### src/rtl/preset_entry_scan_pkg.sv
`default_nettype none
// ----------------------------------------------------------------------------
// preset_entry_scan_pkg : shared state encoding, display codes, 7-seg patterns
// Revision: 1.0
// ----------------------------------------------------------------------------
package preset_entry_scan_pkg;

  typedef enum logic [0:0] {
    EDIT = 1'b0,
    LOCK = 1'b1
  } state_t;

  localparam logic [3:0] CODE_MINUS = 4'd10;
  localparam logic [3:0] CODE_BLANK = 4'd11;

  localparam logic [6:0] SEG_MINUS = 7'h40;

  // Segment order gfedcba, active-high.
  function automatic logic [6:0] seg_pattern(input logic [3:0] code);
    logic [6:0] pat;
    case (code)
      4'd0:    pat = 7'h3F;
      4'd1:    pat = 7'h06;
      4'd2:    pat = 7'h5B;
      4'd3:    pat = 7'h4F;
      4'd4:    pat = 7'h66;
      4'd5:    pat = 7'h6D;
      4'd6:    pat = 7'h7D;
      4'd7:    pat = 7'h07;
      4'd8:    pat = 7'h7F;
      4'd9:    pat = 7'h6F;
      default: pat = 7'h00;
    endcase
    return pat;
  endfunction

endpackage
`default_nettype wire

### src/rtl/preset_entry_scan_seg7_decode.sv
`default_nettype none
// ----------------------------------------------------------------------------
// seg7_decode : 4-bit display code to active-high segments (dp always off)
// Revision: 1.0
// ----------------------------------------------------------------------------
module seg7_decode
  import preset_entry_scan_pkg::*;
(
  input  logic [3:0] code,
  output logic [7:0] light
);

  always_comb begin
    light = 8'h00;
    if (code == CODE_MINUS) begin
      light = {1'b0, SEG_MINUS};
    end else if (code <= 4'd9) begin
      light = {1'b0, seg_pattern(code)};
    end
  end

endmodule
`default_nettype wire

### src/rtl/preset_entry_scan.sv
`default_nettype none
// ----------------------------------------------------------------------------
// preset_entry_scan : multi-digit preset editor with auto-repeat, scanned
//                     7-segment display and valid/ready hand-off
// Revision: 1.0
// ----------------------------------------------------------------------------
module preset_entry_scan
  import preset_entry_scan_pkg::*;
#(
  parameter int NDIG       = 3,
  parameter int REPEAT_CYC = 66000000,
  parameter int SCAN_CYC   = 100000,
  parameter int ALLOW_NEG  = 0
) (
  input  logic              clk,
  input  logic              rst_n,
  input  logic [NDIG-1:0]   btn_dig,
  input  logic              down,
  input  logic              sign,
  input  logic              next,
  input  logic              out_ready,
  output logic              out_valid,
  output logic [4*NDIG-1:0] out_digits,
  output logic              out_neg,
  output logic              is_on,
  output logic [7:0]        light,
  output logic [NDIG:0]     ena
);

  localparam int SLOT_W = $clog2(NDIG + 1);
  localparam int TMR_W  = $clog2(REPEAT_CYC + 1);
  localparam int SCAN_W = $clog2(SCAN_CYC + 1);
  localparam logic [NDIG:0] ENA_RST = {{NDIG{1'b0}}, 1'b1};

  state_t              r_state;
  state_t              w_state_nxt;
  logic [NDIG-1:0]     r_btn_q;
  logic                r_sign_q;
  logic                r_next_q;
  logic                r_neg;
  logic [SLOT_W-1:0]   r_slot;
  logic [SCAN_W-1:0]   r_scan_cnt;
  logic [4*NDIG-1:0]   w_digits;
  logic                w_edit;
  logic                w_confirm;
  logic [3:0]          w_code;
  logic [7:0]          w_light;

  assign w_edit = (r_state == EDIT);

  // A refused confirm edge is simply lost: r_next_q still follows the input.
  assign w_confirm = w_edit && next && !r_next_q && (btn_dig == '0) && !sign
                     && ((ALLOW_NEG != 0) || !r_neg);

  always_ff @(posedge clk or negedge rst_n) begin
    if (!rst_n) r_state <= EDIT;
    else        r_state <= w_state_nxt;
  end

  always_comb begin
    w_state_nxt = r_state;
    case (r_state)
      EDIT:    if (w_confirm) w_state_nxt = LOCK;
      LOCK:    if (out_ready) w_state_nxt = EDIT;
      default: w_state_nxt = EDIT;
    endcase
  end

  assign out_valid = (r_state == LOCK);
  assign is_on     = w_edit;

  always_ff @(posedge clk or negedge rst_n) begin
    if (!rst_n) begin
      r_btn_q  <= '0;
      r_sign_q <= 1'b0;
      r_next_q <= 1'b0;
      r_neg    <= 1'b0;
    end else begin
      r_btn_q  <= btn_dig;
      r_sign_q <= sign;
      r_next_q <= next;
      if (w_edit && sign && !r_sign_q) r_neg <= ~r_neg;
    end
  end

  for (genvar i = 0; i < NDIG; i++) begin : g_digit
    logic [3:0]       r_dig;
    logic [TMR_W-1:0] r_tmr;
    logic             w_step;

    // Timer 0 means idle: a button still held when LOCK ends never repeats
    // until it is released and pressed again.
    assign w_step = w_edit && btn_dig[i]
                    && (!r_btn_q[i] || (r_tmr == TMR_W'(REPEAT_CYC)));

    always_ff @(posedge clk or negedge rst_n) begin
      if (!rst_n) begin
        r_dig <= 4'd0;
        r_tmr <= '0;
      end else begin
        if (w_step) begin
          if (down) r_dig <= (r_dig == 4'd0) ? 4'd9 : r_dig - 4'd1;
          else      r_dig <= (r_dig == 4'd9) ? 4'd0 : r_dig + 4'd1;
        end
        if (!w_edit || !btn_dig[i]) r_tmr <= '0;
        else if (w_step)            r_tmr <= TMR_W'(1);
        else if (r_tmr != '0)       r_tmr <= r_tmr + 1'b1;
      end
    end

    assign w_digits[4*i +: 4] = r_dig;
  end

  assign out_digits = w_digits;
  assign out_neg    = r_neg;

  always_ff @(posedge clk or negedge rst_n) begin
    if (!rst_n) begin
      r_scan_cnt <= '0;
      r_slot     <= '0;
    end else if (r_scan_cnt == SCAN_W'(SCAN_CYC - 1)) begin
      r_scan_cnt <= '0;
      r_slot     <= (r_slot == SLOT_W'(NDIG)) ? '0 : r_slot + 1'b1;
    end else begin
      r_scan_cnt <= r_scan_cnt + 1'b1;
    end
  end

  always_comb begin
    w_code = r_neg ? CODE_MINUS : CODE_BLANK;
    for (int i = 0; i < NDIG; i++) begin
      if (r_slot == SLOT_W'(i)) w_code = w_digits[4*i +: 4];
    end
  end

  seg7_decode u_seg7_decode (
    .code  (w_code),
    .light (w_light)
  );

  always_ff @(posedge clk or negedge rst_n) begin
    if (!rst_n) begin
      light <= {1'b0, seg_pattern(4'd0)};
      ena   <= ENA_RST;
    end else begin
      light <= w_light;
      ena   <= ENA_RST << r_slot;
    end
  end

endmodule
`default_nettype wire
### config.mk
export PLATFORM = sky130hd
export DESIGN_NAME = preset_entry_scan
export DESIGN_NICKNAME = d
export VERILOG_FILES = /design/src/rtl/preset_entry_scan_pkg.sv /design/src/rtl/preset_entry_scan_seg7_decode.sv /design/src/rtl/preset_entry_scan.sv
export SDC_FILE = /design/constraint.sdc
export NUM_CORES = 1
export LEC_CHECK = 0
export BUFFER_PORTS_ARGS = -buffer_cell sky130_fd_sc_hd__buf_2
export CAP_MARGIN = 20
export CORE_MARGIN = 4
export CORE_UTILIZATION = 50
export CTS_BUF_LIST = sky130_fd_sc_hd__clkbuf_4 sky130_fd_sc_hd__clkbuf_8 sky130_fd_sc_hd__clkbuf_16
export DETAILED_ROUTE_END_ITERATION = 8
export GPL_ROUTABILITY_DRIVEN = 0
export GPL_TIMING_DRIVEN = 0
export PLACE_DENSITY_LB_ADDON = 0.08
export SLEW_MARGIN = 10
export SYNTH_ARGS = -nofsm -noshare
export SYNTH_HDL_FRONTEND = slang
export SYNTH_SLANG_ARGS = --single-unit
### constraint.sdc
create_clock -name clk -period 2.9 [get_ports clk]
set_input_delay 0.145 -clock clk [delete_from_list [all_inputs] [get_ports clk]]
set_output_delay 0.145 -clock clk [all_outputs]
set_load 0.02 [all_outputs]
-- After elaboration in Yosys (flattened, before gate mapping)
Memory sizes are Yosys's and may differ from the RTL's.
Index checks and enable logic that the tools add are counted.
- bits in registers: 128
- bits in read-only memories: 112
- bits of input ports: 9
- output and inout bits: 27
- logic and storage cells: 111
- memories: 1
- memory list (name ; depth ; bits a word ; read ports ; clocked after Yosys merged registers in ; write ports ; RTL line ; text):
    (no name shown) ; 16 ; 7 ; 1 ; 0 ; 0 ; preset_entry_scan_pkg.sv:21 ; case (code)
- $add $sub $neg: 11
- order comparisons: 1
- equality and inequality tests: 11
- shifts and indexed selects: 1
- multiplexer cells: 29
- bitwise gates (word level): 2
- reduce and logical (&&, ||, !) cells: 40
- operators by type and width (operator ; number):
    $mux W26 ; 9
    $add A26 B1 Y26 const B ; 3
    $eq A26 B26 Y1 const B ; 3
    $reduce_bool A26 Y1 ; 3
    $mux W4 ; 12
    $add A17 B1 Y17 const B ; 1
    $eq A17 B17 Y1 const B ; 1
    $mux W17 ; 1
    $eq A4 B4 Y1 const B ; 4
    $logic_and A1 B1 Y1 ; 13
    $add A4 B1 Y4 const B ; 3
    $logic_not A4 Y1 ; 3
    $sub A4 B1 Y4 const B ; 3
    $logic_not A1 Y1 ; 10
    $reduce_bool A3 Y1 ; 3
    $mux W8 ; 1
    $mux W7 ; 1
    $logic_or A1 B1 Y1 ; 6
    $eq A2 B2 Y1 const B ; 2
    $le A4 B4 Y1 const B ; 1
    $shl A1 B2 Y4 const A ; 1
    $logic_not A3 Y1 ; 1
    $mux W1 ; 3
    $add A2 B1 Y2 const B ; 1
    5 further kinds ; 6

-- Depth between registers and ports, before layout
- depth after elaboration: 8
- mapped depth: 11
- gate-level depth less buffers: 11

-- Modules after synthesis
Synthesis repeated with hierarchy kept, for this count alone.
- cells, all modules: 733
- area, all modules: 6900.4 um^2
- modules (own cells, without submodules) (module ; instances ; cells an instance ; area an instance (um^2) ; sequential area each (um^2)):
    preset_entry_scan ; 1 ; 695 ; 6620.1 ; 3211.8
    seg7_decode ; 1 ; 38 ; 280.3 ; 0.0

-- Worst setup path before layout
No wires, ideal clock.
- path kind: reg-to-reg
- from: register r_slot[0]
- to: register light[6]
- library setup time: 140 ps
- arrival time: 2169 ps
- data required time: 2760 ps
- slack: 592 ps
- cell stages (with the launch flop): 11
- buffers on the path: 1
- period minus slack after synthesis: 2308 ps
- cells stage by stage: dfrtp_1 inv_1 ha_1 clkbuf_1 o31ai_1 inv_1 ha_1 nor2_1 nor2_1 nor3b_1 o32ai_1
- longest elaborated chain between the ends: 7
- elaborated cells between the ends (all ways): 11
- those cells by class: 1 x order compare; 3 x eq/ne; 5 x mux; 1 x reduce/logical; 1 x memory
- RTL lines (what ; RTL line ; text):
    start, declared ; preset_entry_scan.sv:41 ; logic [SLOT_W-1:0] r_slot;
    start signal, assigned ; preset_entry_scan.sv:123 ; r_slot <= (r_slot == SLOT_W'(NDIG)) ? '0 : r_slot + 1'b1;
    $logic_not A2 Y1 ; preset_entry_scan.sv:132 ; if (r_slot == SLOT_W'(i)) w_code = w_digits[4*i +: 4];
    $mux W4 (2 in a row) ; preset_entry_scan.sv:132 ;
    $mux W4 * ; preset_entry_scan.sv:132 ;
    $mem_v2 Z16 W7 / $le A4 B4 Y1 (equally long branches) ; - ;
    $mux W7 ; preset_entry_scan_seg7_decode.sv:17 ; end else if (code <= 4'd9) begin
    $mux W8 * ; preset_entry_scan_seg7_decode.sv:15 ; if (code == CODE_MINUS) begin
    named net u_seg7_decode.light[6] ; preset_entry_scan_seg7_decode.sv:10 ; output logic [7:0] light
    end signal, assigned ; preset_entry_scan.sv:143 ; light <= {1'b0, seg_pattern(4'd0)};
    end signal, assigned ; preset_entry_scan.sv:146 ; light <= w_light;
    end, declared ; preset_entry_scan.sv:26 ; output logic [7:0] light,
Mark *: on every way through the listed nets, which the timed path passes. The rest lies on a longest branch.
A chain may end at the register's enable or synchronous reset.

-- Worst setup path after layout
Same ends and word-level chain as after synthesis.

==> flow_metrics.py <==
metrics = {
    "grt": {
        "grt_pass1_wl_um": 23900,
        "grt-busiest-layer": "met2",
        "grt_pass1_vias": 5025,
        "antenna_found_initial": 0,
        "grt_use_total_pct": 19.6,
        "grt_max_degree": 74,
        "gr-total-overflow": 0,
        "grt_use_met2_pct": 31.8,
        "met3_usage_pct": 5.77,
        "gr-usage-met1_pct": 25.5,
    },
    "pwr": {
        "p_leak_uw": 0.00333,
        "powerDensity_mw_per_mm2": 698,
        "p_sw_uw": 1640,
        "swShare_pct": 30.1,
        "vdd_drop_max_mv": 0.437,
        "clock_power_share_pct": 40.5,
        "p_int_uw": 3810,
        "p_total_uw": 5460,
        "seq_power_share_pct": 38.6,
        "combPwrFrac_pct": 20.9,
    },
    "critical_path": {
        "reg2reg_from": "r_slot[0]",
        "r2r_slack_ns": 0.33,
        "rr_endpoint": "light[6]",
        "max_stage_delay_ns": 0.51,
        "cp-endpoint": "light[6]",
        "critPathKind": "reg2reg",
        "worst_setup_path_end_kind": "flop",
        "crit_arrival_ns": 2.83,
        "cp.required_ns": 3.16,
        "r2r_cells": 10,
        "cp_slowest_cell": "o31ai_2",
        "critPathLaunch": "r_slot[0]",
        "path_cells": "inv_1 -> ha_1 -> clkbuf_1 -> o31ai_2 -> inv_1 -> ha_1 -> nor2_1 -> nor2_1 -> nor3b_1 -> o32ai_1",
        "crit_fanout": 8,
        "setup.worst_path.start_class": "flop",
    },
    "sta": {
        "fin_crit_ns": 2.57,
        "max_freq_ghz": 0.389,
        "setup_viol": 0,
        "skew_ns": 0.00937,
        "period_share_pct": 88.6,
        "final-max-slew-violation-count": 0,
        "relSlewSlack_pct": 49.9,
        "whs_ns": 0.254,
        "hold_viol_final": 0,
        "rsz0062_at_grt": "false",
        "worstMarginPinSlew_ns": 0.741,
    },
    "placement": {
        "dpl.hpwl_um": 9900,
        "io_buffers": 34,
    },
    "worst_hold_path": {
        "min_path_type": "in2async",
    },
    "detailed_routing": {
        "vias": 5085,
        "routed_wirelength_um": 14100,
        "wl_per_cell_um": 14.9,
        "ant_nets": 0,
        "vias_per_cell": 5.37,
        "post-route-drc-count": 0,
        "drt_iter0_drc": 366,
        "first_pass_iters": 4,
    },
    "floorplan": {
        "die_x_um": 124,
        "core.rowCount": 42,
        "pin_count": 36,
        "die_height_um": 124,
        "dieArea_mm2": 0.0153,
        "start_util_pct": 50.8,
        "core_area_mm2": 0.0132,
    },
    "status": {
        "outcome": "finished, final reports clean",
    },
    "cts": {
        "post_cts_buffers": 0,
        "clk_latency_ns": 0.41,
        "clkSinkCount": 127,
        "cts_max_level": 4,
        "path_clk_slew_ns": 0.06,
        "cts_tree": "built",
        "clockBufferDepth": 2,
        "numCtsBuffers": 17,
        "root_buffer": "clkbuf_16",
    },
    "synthesis": {
        "syn_area_per_cell_um2": 9.62,
        "ys_seq_elements": 127,
        "postSynth.asyncResetShare_pct": 100,
        "synth-edff-count": 0,
        "synth_fp_nets": 723,
        "ys_types": 58,
        "syn_area_mm2": 0.00670,
        "synthFlopType": "dfrtp_1",
        "synth_cells": 696,
        "synth_seq_area_share_pct": 47.6,
        "yosys_warnings": 0,
    },
    "run": {
        "maxCapViolations": 0,
    },
    "layout": {
        "fillers": 1124,
        "multi_input_area_mm2": 0.00331,
        "drive_above_1_share_pct": 12.5,
        "area_delta_synth_final_pct": 16.7,
        "antenna_cells": 0,
        "fin_nets": 785,
        "regArea_mm2": 0.00319,
    },
}
-- metrics by stage --
step                cells  utilization, %  worst slack, ns  cell area (µm²)  TNS, ns
floorplan             696               -            0.592             6700        0
global placement      906            53.7          -0.0175             7090    -1.09
detailed placement    908            54.0            0.101             7130        0
CTS                   947            59.2           0.0703             7810        0
global route          947            59.3            0.135             7820        0
finish                947            59.3            0.332             7820        0
-- final cells by class --
type | instances | share of cell area [%]
buffer | 24 | 1.49
clock inverter | 10 | 1.73
sequential | 127 | 40.8
clock buffer | 22 | 6.16
inverter | 23 | 1.10
multi-input combinational | 522 | 42.4
tap | 176 | 2.82
timing repair buffer | 43 | 3.57
-- worst max-delay path, delay by kind of cell (launching register included) --
| family | cells | cell delay (ns) |
|---|---|---|
| DFF | 1 | 0.41 |
| and+or+nand+nor | 3 | 0.48 |
| buffers and inverters | 3 | 0.46 |
| AOI/OAI and AO/OA | 2 | 0.63 |
| adders and majority gates | 2 | 0.45 |
-- layer usage --
metal	share of wire, %	vias to the layer above
li1	-	2537
met1	46	2479
met2	49	60
met3	3.6	9
met4	1.1	0
met5	0	-
-- repair_timing --
item / in CTS / in global routing
hold buffers: 7 / 0
endpoints found under the setup margin: 0 / 5
gates resized for setup: 0 / 1
hold endpoints to repair: 54 / 0
-- worst min path at each step --
stage | start | endpoint | slack, ns | cells after the start
detailed placement | rst_n | g_digit[0].r_tmr[9] | 0.14 | 1
global route | down | g_digit[1].r_dig[2] | 0.28 | 4
global placement | next | r_next_q | 0.27 | 1
CTS | down | g_digit[2].r_dig[1] | 0.24 | 4
floorplan | rst_n | ena[1] | -0.15 | 0
finish | rst_n | g_digit[0].r_tmr[9] | 0.25 | 2
-- synthesized netlist by cell type (all sizes together), types with 2 or more instances --
library cell  instances  share of area, %
dfrtp               120                45
nor2                111               6.2
xor2                 52               6.8
nand2                51               2.9
xnor2                46               6.0
nand3                38               2.8
nand4                27               2.5
inv                  23               1.3
nor4                 21               2.0
nor3                 19               1.4
ha                   18               3.4
and3                 16               1.5
buf                  12               1.1
clkbuf               12              0.67
o21ai                12              0.90
and4                  9               1.2
nor2b                 9              0.84
mux2i                 8               1.2
a21oi                 7              0.52
dfstp                 7               2.7
o31ai                 7              0.78
nand2b                6              0.56
nor4b                 6              0.78
a31oi                 5              0.47
o21a                  5              0.56
nand3b                4              0.50
nor3b                 4              0.45
or3                   4              0.37
or4                   4              0.47
and2                  3              0.28
mux2                  3              0.50
o31a                  3              0.39
a22oi                 2              0.22
o22ai                 2              0.28
o32ai                 2              0.26
o41a                  2              0.34
o41ai                 2              0.26
-- state kept, by name (all words and copies together), names as in the netlist --
name	count
r_btn_q	3
g_digit.r_tmr	78
ena	4
light	7
r_next_q	1
out_neg	1
r_scan_cnt	17
r_sign_q	1
g_digit.r_dig	12
r_slot	2
out_valid	1
-- logic make-up after synthesis --
group	count (synthesis)	synth area share [%]
flops	127	47.6
compound gates	57	6.00
simple gates	337	25.4
other cells	1	0.0560
xor+xnor	98	12.8
mux	11	1.70
buf+inv	47	3.03
fa+ha+maj	18	3.36
-- power groups by stage --
stage / clock network (µW) / registers [µW] / logic, µW
floorplan: 0 / 2250 / 641
global placement: 0 / 2130 / 1100
detailed placement: 0 / 2140 / 1130
CTS: 2260 / 2110 / 1150
global route: 2340 / 2140 / 1260
finish: 2210 / 2110 / 1140
-- placed cells by master, fill, tap and decap left out, types with 4 or more instances in the layout --
| cell type | count |
|---|---|
| a31oi_1 | 5 |
| xor2_1 | 52 |
| clkinvlp_4 | 4 |
| o21a_1 | 5 |
| ha_1 | 18 |
| o21ai_0 | 11 |
| o31ai_1 | 6 |
| nand3_1 | 38 |
| xnor2_1 | 46 |
| nor2b_1 | 9 |
| dfrtp_1 | 120 |
| nand2_1 | 51 |
| nor2_1 | 111 |
| buf_2 | 40 |
| mux2i_1 | 8 |
| nand4_1 | 27 |
| clkbuf_16 | 17 |
| nor3_1 | 19 |
| nand2b_1 | 6 |
| a21oi_1 | 7 |
| dfstp_2 | 7 |
| dlygate4sd3_1 | 7 |
| buf_4 | 5 |
| nor3b_1 | 4 |
| nor4b_1 | 6 |
| and3_1 | 15 |
| or3_1 | 4 |
| and4_1 | 9 |
| inv_1 | 23 |
| nor4_1 | 21 |
| clkbuf_1 | 12 |
(Power assumes the default switching activity.)
